### config.mk
export PLATFORM = sky130hd
export DESIGN_NAME = jtframe_dwnld_pack
export DESIGN_NICKNAME = d
export VERILOG_FILES = /design/src/rtl/jtframe_dwnld_pack.sv
export SDC_FILE = /design/constraint.sdc
export NUM_CORES = 1
export LEC_CHECK = 0
export BUFFER_PORTS_ARGS = -buffer_cell sky130_fd_sc_hd__buf_2
export CAP_MARGIN = 20
export CORE_AREA = 4 4 184 97
export DETAILED_ROUTE_END_ITERATION = 7
export DIE_AREA = 0 0 188 101
export GPL_TIMING_DRIVEN = 1
export PLACE_DENSITY_LB_ADDON = 0.15
export SYNTH_ARGS = -nofsm -noshare
export SYNTH_HDL_FRONTEND = slang
export SYNTH_SLANG_ARGS = --single-unit
export TNS_END_PERCENT = 20
### constraint.sdc
create_clock -name clk_rom -period 6.3 [get_ports clk_rom]
set_clock_uncertainty 0.2 [all_clocks]
set_input_delay 0.315 -clock clk_rom [delete_from_list [all_inputs] [get_ports clk_rom]]
set_output_delay 0.315 -clock clk_rom [all_outputs]
set_load 0.02 [all_outputs]
### src/rtl/jtframe_dwnld_pack.sv
// Byte-stream ROM download to bank-addressed, byte-masked SDRAM writes through a 4-deep queue.
// prog_we rises 2 cycles after ioctl_wr; held until prog_rdy; bytes arriving on a full queue are dropped (overflow).
module jtframe_dwnld_pack #(
  parameter int          SDRAMW    = 23,
  parameter logic [24:0] BA1_START = 25'h40_0000,
  parameter logic [24:0] BA2_START = 25'h80_0000,
  parameter logic [24:0] BA3_START = 25'hC0_0000,
  parameter logic        SWAB      = 1'b0
) (
  input  logic              clk_rom,
  input  logic              rst_n,
  input  logic              downloading,
  input  logic [24:0]       ioctl_addr,
  input  logic [7:0]        ioctl_data,
  input  logic              ioctl_wr,
  output logic [SDRAMW-1:0] prog_addr,
  output logic [15:0]       prog_data,
  output logic [1:0]        prog_mask,
  output logic [1:0]        prog_ba,
  output logic              prog_we,
  output logic              prog_rd,
  input  logic              prog_rdy,
  output logic              dwnld_busy,
  output logic              overflow
);

  localparam int OW = SDRAMW + 1;
  typedef logic [OW-1:0] off_t;
  typedef enum logic [1:0] {IDLE, WRITE, GAP} state_t;

  state_t            state, state_nxt;
  off_t              in_off;
  logic [1:0]        in_ba;
  logic [1:0]        in_mask;

  logic [1:0]        fifo_ba   [4];
  logic [SDRAMW-1:0] fifo_addr [4];
  logic [7:0]        fifo_byte [4];
  logic [1:0]        fifo_mask [4];
  logic [1:0]        wr_ptr, rd_ptr;
  logic [2:0]        cnt;
  logic              full, empty, pop, push_req, push, drop, load;
  logic              downloading_d;

  // Only the low SDRAMW+1 offset bits matter, so the subtraction is truncated up front.
  always_comb begin
    in_ba  = 2'd3;
    in_off = off_t'(ioctl_addr - BA3_START);
    if (ioctl_addr < BA1_START) begin
      in_ba  = 2'd0;
      in_off = off_t'(ioctl_addr);
    end else if (ioctl_addr < BA2_START) begin
      in_ba  = 2'd1;
      in_off = off_t'(ioctl_addr - BA1_START);
    end else if (ioctl_addr < BA3_START) begin
      in_ba  = 2'd2;
      in_off = off_t'(ioctl_addr - BA2_START);
    end
  end

  assign in_mask  = (in_off[0] ^ SWAB) ? 2'b01 : 2'b10;
  assign full     = (cnt == 3'd4);
  assign empty    = (cnt == 3'd0);
  assign pop      = (state == WRITE) && prog_rdy;
  assign push_req = downloading && ioctl_wr;
  assign push     = push_req && (!full || pop);
  assign drop     = push_req && full && !pop;
  assign prog_rd  = 1'b0;

  // The head stays queued while being written, so a full-queue push may reuse its slot on the pop edge.
  always_ff @(posedge clk_rom) begin
    if (push) begin
      fifo_ba[wr_ptr]   <= in_ba;
      fifo_addr[wr_ptr] <= in_off[SDRAMW:1];
      fifo_byte[wr_ptr] <= ioctl_data;
      fifo_mask[wr_ptr] <= in_mask;
    end
  end

  always_ff @(posedge clk_rom or negedge rst_n) begin
    if (!rst_n) begin
      wr_ptr <= 2'd0;
      rd_ptr <= 2'd0;
      cnt    <= 3'd0;
    end else begin
      if (push) wr_ptr <= wr_ptr + 2'd1;
      if (pop)  rd_ptr <= rd_ptr + 2'd1;
      case ({push, pop})
        2'b10:   cnt <= cnt + 3'd1;
        2'b01:   cnt <= cnt - 3'd1;
        default: cnt <= cnt;
      endcase
    end
  end

  always_comb begin
    state_nxt = state;
    load      = 1'b0;
    case (state)
      IDLE: if (!empty) begin
        state_nxt = WRITE;
        load      = 1'b1;
      end
      WRITE:   if (prog_rdy) state_nxt = GAP;
      GAP:     state_nxt = IDLE;
      default: state_nxt = IDLE;
    endcase
  end

  always_ff @(posedge clk_rom or negedge rst_n) begin
    if (!rst_n) begin
      state     <= IDLE;
      prog_addr <= '0;
      prog_data <= 16'd0;
      prog_mask <= 2'd0;
      prog_ba   <= 2'd0;
      prog_we   <= 1'b0;
    end else begin
      state <= state_nxt;
      if (load) begin
        prog_addr <= fifo_addr[rd_ptr];
        prog_data <= {fifo_byte[rd_ptr], fifo_byte[rd_ptr]};
        prog_mask <= fifo_mask[rd_ptr];
        prog_ba   <= fifo_ba[rd_ptr];
        prog_we   <= 1'b1;
      end else if (pop) begin
        prog_we <= 1'b0;
      end
    end
  end

  always_ff @(posedge clk_rom or negedge rst_n) begin
    if (!rst_n) begin
      downloading_d <= 1'b0;
      dwnld_busy    <= 1'b0;
      overflow      <= 1'b0;
    end else begin
      downloading_d <= downloading;
      if (downloading)
        dwnld_busy <= 1'b1;
      else if (empty && state == IDLE)
        dwnld_busy <= 1'b0;
      if (downloading && !downloading_d) overflow <= 1'b0;
      if (drop) overflow <= 1'b1;
    end
  end

endmodule
==> flow_metrics.tcl <==
set metrics [dict create \
    status "finished clean" \
    path_cells "dlygate4sd3_1 -> buf_2 -> nand3b_4 -> a21oi_1 -> and2_2" \
    multi_input_area_um2 1580 \
    fin_setup_tns_ps 0 \
    drive_above_1_share 0.414 \
    finalPower_uw 3930 \
    grt_max_degree 42 \
    dp_slack_ps 3690 \
    synth_area_leaders "edfxtp_1 59%, dfrtp_1 17%, mux4_2 9.7%" \
    cap_violations 0 \
    antenna_left 0 \
    clockBufferDepth 2 \
    cts_num_sinks 188 \
    n_fill_cell 1279 \
    die_y_um 101 \
    synth_edf_count 140 \
    grt_pass1_vias 3595 \
    startpoint_type "input port" \
    final_cells 688 \
    final_util 0.532 \
    cts_tree "built" \
    power_density_nw_per_um2 458 \
    antenna_found_initial 0 \
    cts_buffers 17 \
    ys_seq_area_frac 0.754 \
    routed_via_density 4.89 \
    max_freq_mhz 375 \
    placement_rows 33 \
    cp.depth 5 \
    via_count 3364 \
    drt_pre_antenna_iters 4 \
    placedCellCount 624 \
    grt-ovfl-total 0 \
    hpwl_um 7400 \
    drt_iter0_markers 176 \
    synth_cell_type_count 38 \
    initial_core_util 0.444 \
    min-delay-path-class "input port to asynchronous set/reset pin" \
    ys_warn_count 0 \
    setup_violations 0 \
    cts_resized 0 \
    hold_violations 0 \
    core_um2 16100 \
    setup_ws_ps 3630 \
    regArea_um2 5410 \
    period_share 0.424 \
    port_buffers 83 \
    clkSlewWorstSetupHoldPaths_ps 70 \
    async_reset_ff_frac 0.255 \
    synth_ff_type "edfxtp_1" \
    syn_area_um2 7170 \
    crit_buf_inv 2 \
    critPathTopFamily "simple AND/OR/NAND/NOR gates" \
    relSlewSlack 0.326 \
    grtUsageTotal 0.140 \
    synth_top_area_frac 0.586 \
    crit_path_end_kind "flip-flop" \
    r2r_cells 3 \
    cp_max_fo 35 \
    avgRoutedWirePerCell_um 18.4 \
    cts_hold_buf 33 \
    io_pins 85 \
    die_area_um2 19000 \
    area_growth_pct 19.9 \
    clock_latency_ps 410 \
    gp_congestion 0.715 \
    synth_fp_nets 376 \
    worstSetupPathType "input port to flip-flop" \
    synth-seq-cells 188 \
    grt_pass1_wl_um 20200 \
    synth_most_common_cell "edfxtp_1" \
    antenna_cells 0 \
    fp.dieW_um 188 \
    synth_top_area_cell "edfxtp_1" \
    synthTopCellsByCount "140 x edfxtp_1, 48 x dfrtp_1, 36 x mux2_2" \
    cts_setup_buffers 0 \
    rsz0062_at_grt "no" \
    slowest_delay_ps 900 \
    h-tree-depth 4 \
    root_buffer "clkbuf_16" \
    worstPathRequired_ps 6130 \
    cp_slowest_cell "and2_2" \
    p_leak_uw 0.00315 \
    synthCells 333 \
    tightest_slew_ps 1010 \
    drc 0 \
    slew_violations 0 \
    crit_arrival_ps 2500 \
    finalNetCount 492 \
    min_period_ps 2670 \
    vdd_drop_max_v 0.000206 \
    routed_wl_um 12700 \
    syn_avg_cell_area_um2 21.5 \
]
==> registers in the layout, indices dropped and copies added, names as in the netlist <==
| signal | count |
|---|---|
| fifo_byte | 32 |
| fifo_ba | 8 |
| prog_ba | 2 |
| rd_ptr | 2 |
| wr_ptr | 2 |
| downloading_d | 1 |
| dwnld_busy | 1 |
| state | 2 |
| overflow | 1 |
| prog_we | 1 |
| prog_addr | 23 |
| prog_mask | 2 |
| prog_data | 8 |
| fifo_mask | 8 |
| fifo_addr | 92 |
| cnt | 3 |
==> report_power, final <==
part	switching [µW]	internal [µW]	total [µW]	leakage, µW
clock network	470	515	985	0.000257
registers	165	1600	1760	0.00183
logic	608	576	1180	0.00106
==> per-stage QoR <==
stage	area, µm²	hold WS (ps)
final	8590	73.0
after global routing	8590	64.4
after CTS	8590	49.4
after detailed placement	7720	-22.3
after global placement	7720	-29.9
after floorplan	7170	-181
==> cell families (layout without fill, tap and decap cells) <==
| group | Yosys count | in the layout | synth area share |
|---|---|---|---|
| AOI/OAI and AO/OA | 11 | 11 | 0.0117 |
| xor gates and xnor gates | 5 | 5 | 0.00611 |
| adders and majority gates | 5 | 5 | 0.00978 |
| buffers and inverters | 26 | 154 | 0.0258 |
| DFF | 188 | 188 | 0.754 |
| muxes | 72 | 72 | 0.170 |
| other | 1 | 1 | 0.000523 |
| and+or+nand+nor | 25 | 25 | 0.0220 |
==> worst register-to-register path, cell delays in order, from the launching register on <==
cell and delay, ps:
dfrtp_1 410, nand3b_4 240, a21oi_1 440, and2_2 900
==> cell type report <==
| class | count | share of cell area |
|---|---|---|
| inverter | 5 | 0.00218 |
| clock inverter | 13 | 0.0127 |
| clock buffer | 18 | 0.0499 |
| tap | 227 | 0.0331 |
| timing repair buffer | 118 | 0.0885 |
| sequential | 188 | 0.629 |
| multi-input combinational | 119 | 0.184 |
==> final timing paths <==
kind / slack [ps] / from / endpoint
max in group asynchronous: 4960 / rst_n / rd_ptr[0]
hold / removal: 70 / rst_n / prog_mask[0]
min in group clk_rom: 70 / ioctl_addr[22] / fifo_ba[1][0]
setup / recovery: 3630 / prog_rdy / fifo_addr[2][22]
hold reg to reg: 300 / state[1] / state[0]
setup reg to reg: 3690 / state[1] / fifo_addr[2][22]
==> layer usage <==
metal / vias to the layer above / GRT usage / wire length (µm)
met5: - / 0 / 0
met4: 0 / 0.0389 / 44
met3: 2 / 0.0298 / 442
met2: 62 / 0.233 / 6290
met1: 1753 / 0.190 / 5880
li1: 1547 / - / -
==> cells in the final DEF (no fill, tap or decap), types with 3 or more instances in the layout <==
| cell type | synthesis | final |
|---|---|---|
| edfxtp_1 | 140 | 140 |
| inv_8 | 0 | 3 |
| inv_6 | 0 | 4 |
| buf_2 | 1 | 83 |
| nor2_1 | 3 | 3 |
| ha_1 | 4 | 4 |
| mux2_2 | 36 | 36 |
| and2_2 | 0 | 4 |
| mux4_2 | 31 | 31 |
| dfrtp_1 | 48 | 46 |
| dlygate4sd3_1 | 0 | 33 |
| clkinvlp_4 | 0 | 3 |
| clkbuf_16 | 0 | 17 |
| xnor2_1 | 4 | 4 |
| nand2_1 | 4 | 4 |
| mux4_1 | 4 | 4 |
| inv_1 | 5 | 5 |
No activity file was read; power rests on OpenSTA's default activity.
